## src/rtl/uart_pkg.sv

```systemverilog
// Shared types and default sizes for the buffered UART controller.
package uart_pkg;

    typedef enum logic {
        DROP_NEW      = 1'b0,
        OVERWRITE_OLD = 1'b1
    } overflow_mode_t;

    localparam int DEFAULT_WIDTH     = 8;
    localparam int DEFAULT_DEPTH_LOG = 3;
    localparam int DEFAULT_LOST_W    = 8;

endpackage

```

## src/rtl/uart_fifo.sv

```systemverilog
// Circular word FIFO with extra-MSB pointers; when full a push either drops
// the new word or evicts the oldest one, depending on MODE.
module uart_fifo
    import uart_pkg::*;
#(
    parameter int             WIDTH     = DEFAULT_WIDTH,
    parameter int             DEPTH_LOG = DEFAULT_DEPTH_LOG,
    parameter overflow_mode_t MODE      = DROP_NEW
) (
    input  logic                 clk,
    input  logic                 reset,
    input  logic                 flush,
    input  logic                 push,
    input  logic [WIDTH-1:0]     din,
    input  logic                 pop,
    output logic [WIDTH-1:0]     head,
    output logic [DEPTH_LOG:0]   level,
    output logic                 full,
    output logic                 empty
);

    localparam int DEPTH = 1 << DEPTH_LOG;

    logic [WIDTH-1:0]   mem [DEPTH];
    logic [DEPTH_LOG:0] wr_ptr_reg;
    logic [DEPTH_LOG:0] rd_ptr_reg;
    logic               do_pop;
    logic               do_push;
    logic               evict;

    assign empty = (wr_ptr_reg == rd_ptr_reg);
    assign full  = (wr_ptr_reg[DEPTH_LOG] != rd_ptr_reg[DEPTH_LOG]) &&
                   (wr_ptr_reg[DEPTH_LOG-1:0] == rd_ptr_reg[DEPTH_LOG-1:0]);
    assign level = wr_ptr_reg - rd_ptr_reg;
    assign head  = mem[rd_ptr_reg[DEPTH_LOG-1:0]];

    // A pop in the same cycle frees a slot, so a push on a full FIFO then
    // succeeds without eviction.
    assign do_pop  = pop && !empty;
    assign evict   = (MODE == OVERWRITE_OLD) && push && full && !do_pop;
    assign do_push = push && (!full || do_pop || evict);

    always_ff @(posedge clk or posedge reset) begin
        if (reset) begin
            wr_ptr_reg <= '0;
            rd_ptr_reg <= '0;
        end else if (flush) begin
            wr_ptr_reg <= '0;
            rd_ptr_reg <= '0;
        end else begin
            if (do_push) begin
                wr_ptr_reg <= wr_ptr_reg + 1'b1;
            end
            if (do_pop || evict) begin
                rd_ptr_reg <= rd_ptr_reg + 1'b1;
            end
        end
    end

    always_ff @(posedge clk) begin
        if (do_push && !flush) begin
            mem[wr_ptr_reg[DEPTH_LOG-1:0]] <= din;
        end
    end

endmodule

```

## src/rtl/uart_buffered_controller.sv

```systemverilog
// Buffered UART controller: RX/TX FIFOs between the bit-level UART and the
// core's request/acknowledge byte ports, with lost-word counting and flush.
module uart_buffered_controller
    import uart_pkg::*;
#(
    parameter int WIDTH        = DEFAULT_WIDTH,
    parameter int RX_DEPTH_LOG = DEFAULT_DEPTH_LOG,
    parameter int TX_DEPTH_LOG = DEFAULT_DEPTH_LOG,
    parameter int RX_OVERWRITE = 0,
    parameter int LOST_W       = DEFAULT_LOST_W
) (
    input  logic                    clk,
    input  logic                    reset,
    input  logic                    flush,
    output logic                    recv_reset,
    input  logic [WIDTH-1:0]        recv_data,
    input  logic                    recv_ok,
    output logic                    trans_reset,
    output logic [WIDTH-1:0]        trans_data,
    output logic                    trans_start,
    input  logic                    trans_busy,
    input  logic [WIDTH-1:0]        uart_in_data,
    input  logic                    uart_in_valid,
    output logic                    uart_in_ready,
    input  logic                    uart_out_valid,
    output logic [WIDTH-1:0]        uart_out_data,
    output logic                    uart_out_ready,
    output logic [RX_DEPTH_LOG:0]   rx_level,
    output logic [TX_DEPTH_LOG:0]   tx_level,
    output logic [LOST_W-1:0]       lost
);

    localparam overflow_mode_t    RX_MODE  = (RX_OVERWRITE != 0) ? OVERWRITE_OLD : DROP_NEW;
    localparam logic [LOST_W-1:0] LOST_MAX = {LOST_W{1'b1}};

    logic [WIDTH-1:0] rx_head;
    logic [WIDTH-1:0] tx_head;
    logic             rx_full;
    logic             rx_empty;
    logic             tx_full;
    logic             tx_empty;
    logic             rx_push;
    logic             rx_pop;
    logic             rx_lost;
    logic             tx_push;
    logic             tx_pop;
    logic             reset_hold_reg;

    // Requests are ignored while their acknowledge is high, which limits the
    // core ports to one transfer per two cycles.
    assign rx_push = recv_ok && !flush;
    assign rx_pop  = uart_out_valid && !uart_out_ready && !rx_empty && !flush;
    assign rx_lost = rx_push && rx_full && !rx_pop;
    assign tx_push = uart_in_valid && !uart_in_ready && !tx_full && !flush;
    assign tx_pop  = !tx_empty && !trans_busy && !trans_start && !flush;

    assign recv_reset  = reset_hold_reg;
    assign trans_reset = reset_hold_reg;

    uart_fifo #(
        .WIDTH     (WIDTH),
        .DEPTH_LOG (RX_DEPTH_LOG),
        .MODE      (RX_MODE)
    ) u_rx_fifo (
        .clk   (clk),
        .reset (reset),
        .flush (flush),
        .push  (rx_push),
        .din   (recv_data),
        .pop   (rx_pop),
        .head  (rx_head),
        .level (rx_level),
        .full  (rx_full),
        .empty (rx_empty)
    );

    uart_fifo #(
        .WIDTH     (WIDTH),
        .DEPTH_LOG (TX_DEPTH_LOG),
        .MODE      (DROP_NEW)
    ) u_tx_fifo (
        .clk   (clk),
        .reset (reset),
        .flush (flush),
        .push  (tx_push),
        .din   (uart_in_data),
        .pop   (tx_pop),
        .head  (tx_head),
        .level (tx_level),
        .full  (tx_full),
        .empty (tx_empty)
    );

    always_ff @(posedge clk or posedge reset) begin
        if (reset) begin
            reset_hold_reg <= 1'b1;
            uart_out_ready <= 1'b0;
            uart_out_data  <= '0;
            uart_in_ready  <= 1'b0;
            trans_start    <= 1'b0;
            trans_data     <= '0;
            lost           <= '0;
        end else begin
            reset_hold_reg <= 1'b0;
            uart_out_ready <= rx_pop;
            uart_in_ready  <= tx_push;
            trans_start    <= tx_pop;
            if (rx_pop) begin
                uart_out_data <= rx_head;
            end
            if (tx_pop) begin
                trans_data <= tx_head;
            end
            if (flush) begin
                lost <= '0;
            end else if (rx_lost && lost != LOST_MAX) begin
                lost <= lost + 1'b1;
            end
        end
    end

endmodule

```

## config.mk

```make
export PLATFORM = sky130hd
export DESIGN_NAME = uart_buffered_controller
export DESIGN_NICKNAME = d
export VERILOG_FILES = /design/src/rtl/uart_pkg.sv /design/src/rtl/uart_fifo.sv /design/src/rtl/uart_buffered_controller.sv
export SDC_FILE = /design/constraint.sdc
export NUM_CORES = 1
export LEC_CHECK = 0
export ABC_AREA = 0
export CELL_PAD_IN_SITES_DETAIL_PLACEMENT = 2
export CELL_PAD_IN_SITES_GLOBAL_PLACEMENT = 2
export CORE_UTILIZATION = 43
export DETAILED_ROUTE_END_ITERATION = 7
export GPL_ROUTABILITY_DRIVEN = 0
export PLACE_DENSITY = 0.81
export SETUP_SLACK_MARGIN = 0.05
export SKIP_LAST_GASP = 1
export SLEW_MARGIN = 30
export SYNTH_ARGS = -nofsm -noshare
export SYNTH_HDL_FRONTEND = slang
export SYNTH_HIERARCHICAL = 1
export SYNTH_SLANG_ARGS = --single-unit
export TNS_END_PERCENT = 10
```

## constraint.sdc

```tcl
create_clock -name clk -period 4 [get_ports clk]
set_input_delay 0.6 -clock clk [delete_from_list [all_inputs] [get_ports clk]]
set_output_delay 0.6 -clock clk [all_outputs]
set_load 0.005 [all_outputs]
```

==> impl_metrics.py, run 1 <==
metrics = {
    "status": {
        "status": "finished clean",
    },
    "worst_setup_path": {
        "cp.arrival_ns": 3.30,
        "endpoint_kind": "register",
        "crit_type": "register to register",
        "path_depth": 9,
        "ff2ff_path_depth": 9,
        "critPathLaunchType": "register",
        "cp_top_family": "simple AND/OR/NAND/NOR gates",
        "path_max_fanout": 8,
        "cp_slowest_stage_delay_ns": 0.74,
        "timing.rr.end": "u_rx_fifo/mem[3][3]",
        "worstPathCellList": "inv_1, ha_1, nand3_4, nor2_1, nor4b_4, inv_1, nand3_1, nand4_1, nor2_1",
        "regToRegSetupSlack_ns": 0.76,
        "r2r-start": "u_rx_fifo/wr_ptr_reg[0]",
        "slowest_stage": "nor2_1",
        "cp_num_buf_inv": 2,
        "required_ns": 4.06,
    },
    "clocking": {
        "postCtsSetupRepairBufs": 0,
        "cts.sinks": 172,
        "cts_tree": "built",
        "cts.hold.buffers_added": 0,
        "htree_levels": 4,
        "cts_resized": 0,
        "cts.clk_slew.worst_paths_ns": 0.06,
        "root_buffer": "clkbuf_16",
        "insertion_delay_ns": 0.43,
        "cts.path.max_buffers": 2,
        "cts_buffers": 17,
    },
    "logic_synthesis": {
        "synth-compound-area-share_pct": 3.51,
        "synth_top_family_by_area": "multiplexers",
        "synth_cell_types": 53,
        "yosys_warnings": 6,
        "yosys.area_share.xor_xnor_pct": 2.56,
        "ys_seq_area_share_pct": 66.7,
        "yosysTopAreaCell": "edfxtp_1",
        "synth_fp_nets": 494,
        "syn_inst": 458,
        "syn_area_sq_um": 7420,
        "synthAdderAreaFrac_pct": 2.40,
        "synth.avg_cell_area_sq_um": 16.2,
        "synthSimpleGateAreaFrac_pct": 9.41,
        "yosys_register_bits": 172,
        "synth_top_area_share_pct": 51.8,
        "synth_area_leaders": "edfxtp_1 (52%), dfrtp_1 (15%), mux4_2 (9.7%), nand2_1 (2.8%), mux2_2 (2.4%)",
        "muxShareOfSynthArea_pct": 12.7,
    },
    "timing": {
        "period_needed_ns": 3.24,
        "max_freq_mhz": 308,
        "rsz0062_at_grt": "false",
        "slew_viol_final": 0,
        "final.hold.worst_slack_ns": 0.512,
        "tightest_slew_ns": 0.866,
        "hold_viol_final": 0,
        "finalCritPeriodShare_pct": 81.1,
        "clock_skew_ns": 0.0142,
        "fin_tns_setup_ns": 0,
        "setup_viol": 0,
        "relSlewSlack_pct": 42.0,
    },
    "cells_and_area": {
        "nets": 578,
        "final_cell_mix": "edfxtp_1 (128), clkdlybuf4s50_1 (59), nand2_1 (56)",
        "syn_to_final_growth_pct": 20.0,
        "fillers": 1513,
        "utilization_pct": 53.3,
        "layout_commonest_cell": "edfxtp_1",
        "diodes": 0,
        "final_layout_size_suffix_gt1_share_pct": 21.8,
    },
    "min_path": {
        "min_path_cells": 1,
        "hp-start": "trans_data[1]",
        "hold_end": "trans_data[1]",
        "min_path_type": "register to register",
    },
    "floorplanning": {
        "pin_count": 60,
        "start_util_pct": 44.4,
        "die_height_um": 133,
        "num_rows": 47,
        "die_w_um": 133,
        "die_area_sq_um": 17800,
        "core_area_sq_um": 16700,
    },
    "global_routing": {
        "track_usage_pct": 24.9,
        "overflow": 0,
        "antenna_found_initial": 1,
        "grt_max_degree": 25,
        "grt_pass1_vias": 5095,
        "grt_pass1_wl_mm": 31.4,
    },
    "routing": {
        "post-route-drc-count": 0,
        "antenna_left": 0,
        "drt-total-wl_mm": 20.2,
        "wire_per_inst_um": 26.0,
        "via_per_inst": 5.63,
        "first_iter_violations": 216,
        "drtPass1Iterations": 4,
        "vias": 4363,
    },
    "run": {
        "cap_violations": 0,
    },
    "pwr": {
        "irDropWorstVdd_mv": 0.334,
        "total_power_mw": 4.06,
        "power_density_nw_per_um2": 456,
        "total_leakage_power_nw": 3.24,
    },
    "place": {
        "port_buffers": 59,
        "detailed_place_hpwl_mm": 13.7,
    },
}
==> routing by layer <==
metal	vias up	track usage, %	wire (um)
met4	0	10.5	520
li1	1894	-	-
met1	2332	29.1	8130
met5	-	0	0
met3	37	4.79	564
met2	100	44.6	10900
==> cells in the mapped netlist (all sizes together) <==
master  instances
o21a            2
and2b           1
mux2i           4
nand2b          2
nand3           7
or2             1
buf            13
fa              2
xnor2          14
a221o           5
and2            2
and3b           1
a21o            2
nand4           9
or3             2
nor2b           1
ha             11
xor2            6
o21ai           4
and3            3
nor4            4
inv            22
nand3b          1
a211o           1
dfstp           1
dfrtp          43
a21oi           6
edfxtp        128
nand2          56
mux4           32
o31ai           2
mux2           16
nor2           33
clkbuf          4
a31oi           2
o211ai          2
o311ai          2
conb            1
nor4b           3
nor3            7
==> final cells by class <==
cell class / count / area, sq um / area share (%)
inverter: 22 / 82.6 / 0.928
sequential: 172 / 4950 / 55.6
clock buffer: 21 / 440 / 4.95
timing repair buffer: 82 / 763 / 8.57
multi-input combinational: 247 / 2270 / 25.5
clock inverter: 11 / 124 / 1.39
tap: 220 / 275 / 3.09
==> worst reg2reg max path, stage by stage, from the launching register on <==
cell and delay [ns]:
dfrtp_1 0.54, inv_1 0.18, ha_1 0.41, nand3_4 0.16, nor2_1 0.09, nor4b_4 0.28
inv_1 0.13, nand3_1 0.12, nand4_1 0.21, nor2_1 0.74
==> logic make-up after synthesis <==
kind of cell,Yosys count
flops,172
simple gates,133
mux,52
buf+inv,39
compound gates,28
xor+xnor,20
fa+ha+maj,13
other cells,1
==> power by group <==
part	internal (mW)	switching [mW]	leakage, nW
Clock	0.919	0.702	0.269
Sequential	2.00	0.0480	1.73
Combinational	0.230	0.158	1.24
Total	3.15	0.908	3.24
==> through the flow <==
step	cell area, sq um	setup WS (ns)	std cells
global placement	8340	1.09	743
global route	8900	0.574	775
detailed placement	8340	0.876	743
floorplan	7420	0.495	458
CTS	8900	0.760	775
finish	8900	0.757	775
==> worst max path at each step <==
stage,start,to,slack (ns)
finish,u_rx_fifo/wr_ptr_reg[0],u_rx_fifo/mem[3][3],0.76
global route,u_rx_fifo/rd_ptr_reg[2],u_rx_fifo/mem[3][4],0.57
CTS,u_rx_fifo/rd_ptr_reg[1],rx_level[3],0.76
detailed placement,u_rx_fifo/rd_ptr_reg[2],u_rx_fifo/mem[3][5],0.88
global placement,flush,u_rx_fifo/mem[3][1],1.09
floorplan,u_tx_fifo/rd_ptr_reg[1],u_tx_fifo/mem[2][0],0.49
No activity file was read; power rests on OpenSTA's default activity.
==> run 2, diff against run 1 <==
- CORE_UTILIZATION: 43 -> 39
- PLACE_DENSITY: 0.81 -> 0.77
- clock period: 4 -> 2.9 ns (I/O delays scaled with it)
==> run 2 against run 1 <==
Against the previous run:
- sequential share of layout area shrank 1.5 points
- largest cell class unchanged
- design area grew 2.7%
- clock skew shrank 0.0045 ns
- cell count grew 3.4%
- worst setup slack lost 0.61 ns
==> impl_metrics.py, run 2 (synthesis results as in run 1) <==
metrics = {
    "routing": {
        "post-route-drc-count": 0,
        "vias": 4339,
        "drt-total-wl_mm": 20.7,
        "drtPass1Iterations": 4,
        "wire_per_inst_um": 25.9,
        "first_iter_violations": 226,
        "antenna_left": 0,
        "via_per_inst": 5.42,
    },
    "pwr": {
        "total_leakage_power_nw": 3.32,
        "power_density_nw_per_um2": 617,
        "irDropWorstVdd_mv": 0.414,
        "p_comb_share_pct": 10.2,
        "p_int_mw": 4.29,
        "p_seq_share_pct": 50.1,
        "power.share.clock_pct": 39.7,
        "swShare_pct": 24.0,
        "power_switching_mw": 1.36,
    },
    "worst_setup_path": {
        "cp.arrival_ns": 2.31,
        "crit_type": "register to primary output",
        "cp_num_buf_inv": 1,
        "path_max_fanout": 6,
        "startpoint": "u_rx_fifo/wr_ptr_reg[1]",
        "cp-endpoint": "rx_level[3]",
        "required_ns": 2.47,
        "path_depth": 5,
        "endpoint_kind": "primary output",
        "worstPathCellList": "ha_1, a21o_1, a21oi_1, xnor2_1, clkdlybuf4s50_1",
        "r2r-start": "u_rx_fifo/rd_ptr_reg[2]",
        "critPathLaunchType": "register",
        "cp_slowest_stage_delay_ns": 0.52,
        "ff2ff_path_depth": 10,
        "slowest_stage": "clkdlybuf4s50_1",
        "timing.rr.end": "u_rx_fifo/mem[4][5]",
        "cp_top_family": "buffers and inverters",
        "regToRegSetupSlack_ns": 0.17,
    },
    "timing": {
        "rsz0062_at_grt": "true",
        "period_needed_ns": 2.75,
        "relSlewSlack_pct": 54.6,
        "finalCritPeriodShare_pct": 94.8,
        "slew_viol_final": 0,
        "tightest_slew_ns": 0.681,
        "setup_viol": 0,
        "clock_skew_ns": 0.00972,
        "max_freq_mhz": 364,
        "final.hold.worst_slack_ns": 0.375,
        "hold_viol_final": 0,
    },
    "global_routing": {
        "grt_pass1_wl_mm": 31.7,
        "track_usage_pct": 22.8,
        "grt_pass1_vias": 4969,
        "grt_max_degree": 21,
        "overflow": 0,
        "antenna_found_initial": 0,
    },
    "place": {
        "port_buffers": 59,
        "detailed_place_hpwl_mm": 13.9,
        "dp_cells": 766,
    },
    "cells_and_area": {
        "instances_no_fill": 801,
        "syn_to_final_growth_pct": 23.3,
        "utilization_pct": 49.1,
        "layout_commonest_cell": "edfxtp_1",
        "diodes": 0,
        "final_layout_size_suffix_gt1_share_pct": 27.2,
        "final_cell_mix": "edfxtp_1 (128), clkdlybuf4s50_1 (59), nand2_1 (56)",
        "nets": 590,
    },
    "clocking": {
        "cts.path.max_buffers": 2,
        "cts.clk_slew.worst_paths_ns": 0.07,
        "root_buffer": "clkbuf_16",
        "cts_buffers": 17,
        "insertion_delay_ns": 0.43,
        "htree_levels": 4,
        "cts.hold.buffers_added": 0,
        "cts.sinks": 172,
        "cts_tree": "built",
    },
    "floorplanning": {
        "pin_count": 60,
        "die_w_um": 140,
        "die_height_um": 140,
        "num_rows": 50,
        "core_area_sq_um": 18600,
        "start_util_pct": 39.8,
        "die_area_sq_um": 19600,
    },
    "run": {
        "cap_violations": 0,
    },
    "min_path": {
        "min_path_type": "primary input to asynchronous set/reset pin",
    },
    "status": {
        "status": "finished clean",
    },
}
-- run 2: how the worst min path moves through the flow --
stage / start / to / depth (start not counted)
floorplan: reset / u_tx_fifo/rd_ptr_reg[0] / 1
detailed placement: trans_data[7] / trans_data[7] / 1
global route: reset / u_rx_fifo/rd_ptr_reg[3] / 2
finish: reset / u_rx_fifo/rd_ptr_reg[0] / 2
CTS: reset / u_rx_fifo/rd_ptr_reg[1] / 2
global placement: trans_data[4] / trans_data[4] / 1
-- run 2: area by class of cell --
class,count,area (sq um)
Fill cell,1747,9500
Inverter,22,87.6
Timing Repair Buffer,94,882
Clock buffer,18,429
Clock inverter,14,136
Sequential cell,172,4950
Tap cell,234,293
Multi-Input combinational cell,247,2370
-- run 2: worst register-to-register path, delay by kind of cell, from the launching register on --
family,cells,cell delay (ns)
AND/OR/NAND/NOR,6,1.22
buffers and inverters,3,0.48
flip-flops,1,0.41
adder cells (fa/ha/maj),1,0.32
-- run 2: power by group through the flow --
| stage | Sequential, mW | Clock [mW] | Combinational (mW) |
|---|---|---|---|
| 2_1_floorplan | 2.87 | 0 | 0.209 |
| 3_3_place_gp | 2.87 | 0 | 0.549 |
| 3_5_place_dp | 2.88 | 0 | 0.572 |
| 4_1_cts | 2.83 | 2.28 | 0.581 |
| 5_1_grt | 2.84 | 2.35 | 0.613 |
| 6_report | 2.83 | 2.24 | 0.574 |
-- run 2: timing repair --
| item | CTS | global route |
|---|---|---|
| endpoints found under the hold margin | 0 | 0 |
| setup endpoints to repair | 8 | 67 |
| setup buffers | 1 | 2 |
| gates resized for setup | 0 | 5 |
| pin swaps | 1 | 3 |
-- run 2: through the flow --
stage	instance area (sq um)	power (mW)	setup TNS, ns	worst slack [ns]
global placement	8530	3.42	0	0.217
floorplan	7520	3.08	-11.04	-0.230
finish	9150	5.65	0	0.150
global route	9150	5.80	0	0.00526
CTS	9110	5.69	0	0.0607
detailed placement	8530	3.45	0	0.0360
-- run 2: per-layer routing --
layer	up-vias	global-route usage [%]	routed length (um)	part of all wire, %
met4	0	8.27	365	1.8
met3	30	4.55	826	4.0
met2	121	37.8	10600	51
li1	1910	-	-	-
met5	-	0	0	0
met1	2278	29.8	8950	43
